===== config.mk =====
export PLATFORM = sky130hd
export DESIGN_NAME = mips_multicycle_ctrl
export DESIGN_NICKNAME = d
export VERILOG_FILES = /design/src/rtl/mips_multicycle_ctrl.sv
export SDC_FILE = /design/constraint.sdc
export NUM_CORES = 1
export LEC_CHECK = 0
export CAP_MARGIN = 25
export CORE_UTILIZATION = 37
export DETAILED_ROUTE_END_ITERATION = 16
export PLACE_DENSITY = 0.74
export REMOVE_ABC_BUFFERS = 1
export SLEW_MARGIN = 20
export SYNTH_ARGS = -nofsm -noshare
export SYNTH_HDL_FRONTEND = slang
export SYNTH_SLANG_ARGS = --single-unit

===== constraint.sdc =====
create_clock -name clock -period 2.3 [get_ports clock]
set_input_delay 0.23 -clock clock [delete_from_list [all_inputs] [get_ports clock]]
set_output_delay 0.23 -clock clock [all_outputs]
set_load 0.05 [all_outputs]

===== src/rtl/mips_multicycle_ctrl.sv =====
// mips_multicycle_ctrl: multi-cycle MIPS control FSM sharing one memory port via a ready handshake
module mips_multicycle_ctrl (
  input  logic       clock,
  input  logic       reset,
  input  logic [5:0] opcode,
  input  logic [5:0] funct,
  input  logic       zero,
  input  logic       mem_ready,
  output logic [3:0] state,
  output logic       pc_write,
  output logic       iord,
  output logic       mem_read,
  output logic       mem_write,
  output logic       ir_write,
  output logic       reg_dst,
  output logic       mem_to_reg,
  output logic       reg_write,
  output logic       alu_src_a,
  output logic [1:0] alu_src_b,
  output logic [2:0] alu_ctrl,
  output logic [1:0] pc_src,
  output logic       illegal
);
  typedef enum logic [3:0] {
    FETCH = 4'd0, DECODE = 4'd1, MEMADR = 4'd2, MEMRD = 4'd3, MEMWB = 4'd4,
    MEMWR = 4'd5, EXEC = 4'd6, ALUWB = 4'd7, BRANCH = 4'd8, ADDIEX = 4'd9,
    ADDIWB = 4'd10, JUMP = 4'd11, TRAP = 4'd12
  } state_t;
  localparam logic [5:0] OP_R = 6'b000000, OP_LW = 6'b100011, OP_SW = 6'b101011;
  localparam logic [5:0] OP_BEQ = 6'b000100, OP_ADDI = 6'b001000, OP_J = 6'b000010;
  state_t state_q, state_d;
  logic [5:0] funct_q, funct_d;
  logic funct_ok;
  assign state = state_q;
  assign funct_ok = funct inside {6'b100000, 6'b100010, 6'b100100, 6'b100101, 6'b101010};
  always_ff @(posedge clock) begin
    if (reset) begin
      state_q <= FETCH;
      funct_q <= '0;
    end else begin
      state_q <= state_d;
      funct_q <= funct_d;
    end
  end
  always_comb begin
    state_d = state_q;
    funct_d = (state_q == DECODE) ? funct : funct_q;
    {pc_write, iord, mem_read, mem_write, ir_write, reg_dst, mem_to_reg, reg_write,
     alu_src_a, alu_src_b, alu_ctrl, pc_src, illegal} = '0;
    case (state_q)
      FETCH: begin
        mem_read  = 1'b1;
        alu_src_b = 2'b01;
        alu_ctrl  = 3'b010;
        ir_write  = mem_ready;
        pc_write  = mem_ready;
        state_d   = mem_ready ? DECODE : FETCH;
      end
      DECODE: begin
        alu_src_b = 2'b11;
        alu_ctrl  = 3'b010;
        state_d   = (opcode == OP_LW || opcode == OP_SW) ? MEMADR :
                    (opcode == OP_R && funct_ok) ? EXEC :
                    (opcode == OP_BEQ) ? BRANCH :
                    (opcode == OP_ADDI) ? ADDIEX :
                    (opcode == OP_J) ? JUMP : TRAP;
      end
      MEMADR, ADDIEX: begin
        alu_src_a = 1'b1;
        alu_src_b = 2'b10;
        alu_ctrl  = 3'b010;
        state_d   = (state_q == ADDIEX) ? ADDIWB : (opcode == OP_LW) ? MEMRD : MEMWR;
      end
      MEMRD: begin
        iord     = 1'b1;
        mem_read = 1'b1;
        state_d  = mem_ready ? MEMWB : MEMRD;
      end
      MEMWR: begin
        iord      = 1'b1;
        mem_write = 1'b1;
        state_d   = mem_ready ? FETCH : MEMWR;
      end
      MEMWB: begin
        mem_to_reg = 1'b1;
        reg_write  = 1'b1;
        state_d    = FETCH;
      end
      EXEC: begin
        alu_src_a = 1'b1;
        alu_ctrl  = (funct_q == 6'b100010) ? 3'b110 :
                    (funct_q == 6'b100100) ? 3'b000 :
                    (funct_q == 6'b100101) ? 3'b001 :
                    (funct_q == 6'b101010) ? 3'b111 : 3'b010;
        state_d   = ALUWB;
      end
      ALUWB: begin
        reg_dst   = 1'b1;
        reg_write = 1'b1;
        state_d   = FETCH;
      end
      ADDIWB: begin
        reg_write = 1'b1;
        state_d   = FETCH;
      end
      BRANCH: begin
        alu_src_a = 1'b1;
        alu_ctrl  = 3'b110;
        pc_src    = 2'b01;
        pc_write  = zero;
        state_d   = FETCH;
      end
      JUMP: begin
        pc_src   = 2'b10;
        pc_write = 1'b1;
        state_d  = FETCH;
      end
      TRAP: begin
        illegal = 1'b1;
        state_d = TRAP;
      end
      default: state_d = FETCH;
    endcase
    if (reset) {pc_write, ir_write, reg_write, mem_read, mem_write} = '0;
  end
endmodule


==> results.cfg <==
[timing]
hold_violations = 0
relSlewSlack_pct = 53.6
fin_ws_ns = 0.118
setup_viol = 0
setup_tns_ns = 0
worst_slew_pin_slew_ns = 0.690
fmax_ghz = 0.458
skew_ns = 0.00433
layout_min_cycle_time_ns = 2.18
drv_slew = 0
period_share_pct = 94.9
rsz0062_at_grt = false

[clock_tree]
clk_pin_slew_ns = 0.07
holdBufCountCts = 0
cts-root-buf = clkbuf_4
clkLatencyLatePin_ns = 0.27
cts.sinks = 10
clock_path_buffers = 2
numCtsBuffers = 3
h-tree-depth = 1
cts_tree = yes

[setup_path]
r2r_setup_slack_ns = 0.50
crit_type = flop to primary output
cp_slowest_stage_delay_ns = 0.55
crit_path_cell_trace = nand2b_1 > or4_1 > o22ai_1 > buf_12
slowest_stage = or4_1
worst_setup_path_start_kind = flop
crit_arrival_ns = 1.95
cp_data_required_time_ns = 2.07
reg2reg_to = state[3]
r2r_cells = 4
critPathMaxFanout = 12
r2r-start = state[0]
critPathCaptureType = primary output

[yosys]
synth.avg_cell_area_um2 = 7.23
synth_top_area_share_pct = 22.7
ys_ff_latch = 10
synth_cells = 122
yosysSeqAreaShare_pct = 22.7
synth_area_leaders = dfxtp_1, mux2i_1, nor2_1, a21oi_1, nand2_1
yosys_warnings = 0
synthDistinctLibCells = 45
yosysTopAreaCell = dfxtp_1
syn-cell-area_um2 = 882

[die]
io_pins = 37
core_mm2 = 0.00223
die-area_mm2 = 0.00258
std_cell_rows = 17
start_util_pct = 39.5
fp.dieW_um = 50.8
die_h_um = 50.8

[drt]
ant_nets = 0
vias_per_cell = 5.57
wl_per_cell_um = 13.8
routed_wl_um = 2560
drcViolationCount = 0
drt_iter0_markers = 26
vias = 1030
drt-pass1-iter-count = 4

[grt]
grt.overflow.total = 0
antenna_found_initial = 0
first_global_vias = 946
grt_use_total_pct = 21.2
grt_pass1_wl_um = 4050
grt_max_degree = 17

[job]
maxCapViolCount = 0

[power]
power.density_mw_per_mm2 = 550
p_leak_uw = 0.000502
ir_drop_uv = 402
p_total_uw = 733

[place]
placedCellCount = 182
portBuffers = 36
gp_congestion = 0.928
dpl.hpwl_um = 2020
place_ws_ns = 0.333

[finish]
drive_gt1_share_pct = 18.5
final_nets = 175
instances_no_fill = 185
syn_to_final_growth_pct = 51.2
utilization_pct = 59.7
antenna_cells = 0

[min_path]
holdPathStages = 2
min_to = funct_q[3]
hp-start = funct_q[3]
holdCritPathClass = flop to flop

[run_status]
status = finished, final reports clean
cells by family after synthesis:
group	after synthesis	share of synthesized area, %
xor gates and xnor gates	4	3.97
and+or+nand+nor	52	31.3
DFF	10	22.7
buffers and inverters	17	8.37
muxes	8	9.22
AOI/OAI and AO/OA	31	24.4
cell usage in the layout (no fill, tap or decap), drive strengths merged, types with 2 or more instances in the layout:
cell / n
dfxtp: 10
nor3: 5
a21o: 2
a21oi: 12
clkbuf: 3
nor4b: 2
mux2i: 7
nand2b: 4
nand3: 3
clkdlybuf4s50: 20
buf: 20
nor4: 3
o31ai: 2
a22oi: 2
nor2: 17
xor2: 3
inv: 8
nand2: 9
layer usage:
layer | vias up | share of wire (%) | track usage (%)
met3 | 5 | 3.8 | 2.38
li1 | 511 | - | -
met5 | - | 0 | 0
met1 | 486 | 44 | 25.2
met2 | 28 | 50 | 36.0
met4 | 0 | 2.2 | 13.4
cell type report:
class                           instances  area, um^2
Tap cell                               28        35.0
Fill cell                             215         900
Timing Repair Buffer                   41         438
Sequential cell                        10         200
Multi-Input combinational cell         95         608
Clock buffer                            3        22.5
Inverter                                8        30.0
cells in the mapped netlist (all sizes together):
cell type  count
nand4          1
xor2           3
nand2          9
nand3b         1
o31a           1
o31ai          2
o21ai          1
a21oi         12
and3           1
or4            1
a22oi          2
xnor2          1
nor2b          1
nand3          3
o2111ai        1
o221ai         1
clkbuf         3
a21boi         1
a21bo          1
o22ai          1
o21bai         1
or3b           1
mux2i          7
o22a           1
a21o           2
inv            8
o311ai         1
buf            6
mux2           1
o32a           1
nor4b          2
nor3           5
dfxtp         10
or4bb          1
nand4b         1
o21a           1
o211ai         1
nand2b         4
nor4           3
or3            1
nor2          17
worst max path at each step:
stage,startpoint,end,cells past startpoint
floorplan,state[1],mem_read,3
global placement,opcode[1],state[2],5
detailed placement,opcode[1],state[2],5
CTS,state[0],alu_ctrl[1],4
global route,state[1],alu_ctrl[2],4
finish,state[0],alu_ctrl[2],4
stage by stage:
| step | hold slack (ns) | cell area [um^2] |
|---|---|---|
| floorplan | 0.302 | 838 |
| global route | 0.576 | 1330 |
| detailed placement | 0.506 | 1310 |
| CTS | 0.530 | 1330 |
| finish | 0.532 | 1330 |
| global placement | 0.491 | 1310 |
sequential cells by signal, summed over array words and instances (netlist names):
name	flops
state	4
funct_q	6
critical path: cells and delay by family, from the launching register on:
kind | cells | cell delay [ns]
buffers and inverters | 1 | 0.18
AO/OA/AOI/OAI | 1 | 0.26
AND/OR/NAND/NOR | 2 | 0.82
flip-flops | 1 | 0.43
repair_timing:
action,4_1_cts,5_1_grt
endpoints found under the setup margin,0,1
buffers inserted,0,0
resized for setup,0,1
power by group:
group | internal, uW | leakage (uW) | switching (uW)
Sequential | 189 | 0.0000814 | 19.7
Combinational | 161 | 0.000407 | 239
Clock | 60.7 | 0.0000138 | 63.6
Note: power is estimated with default switching activity, not from simulation.
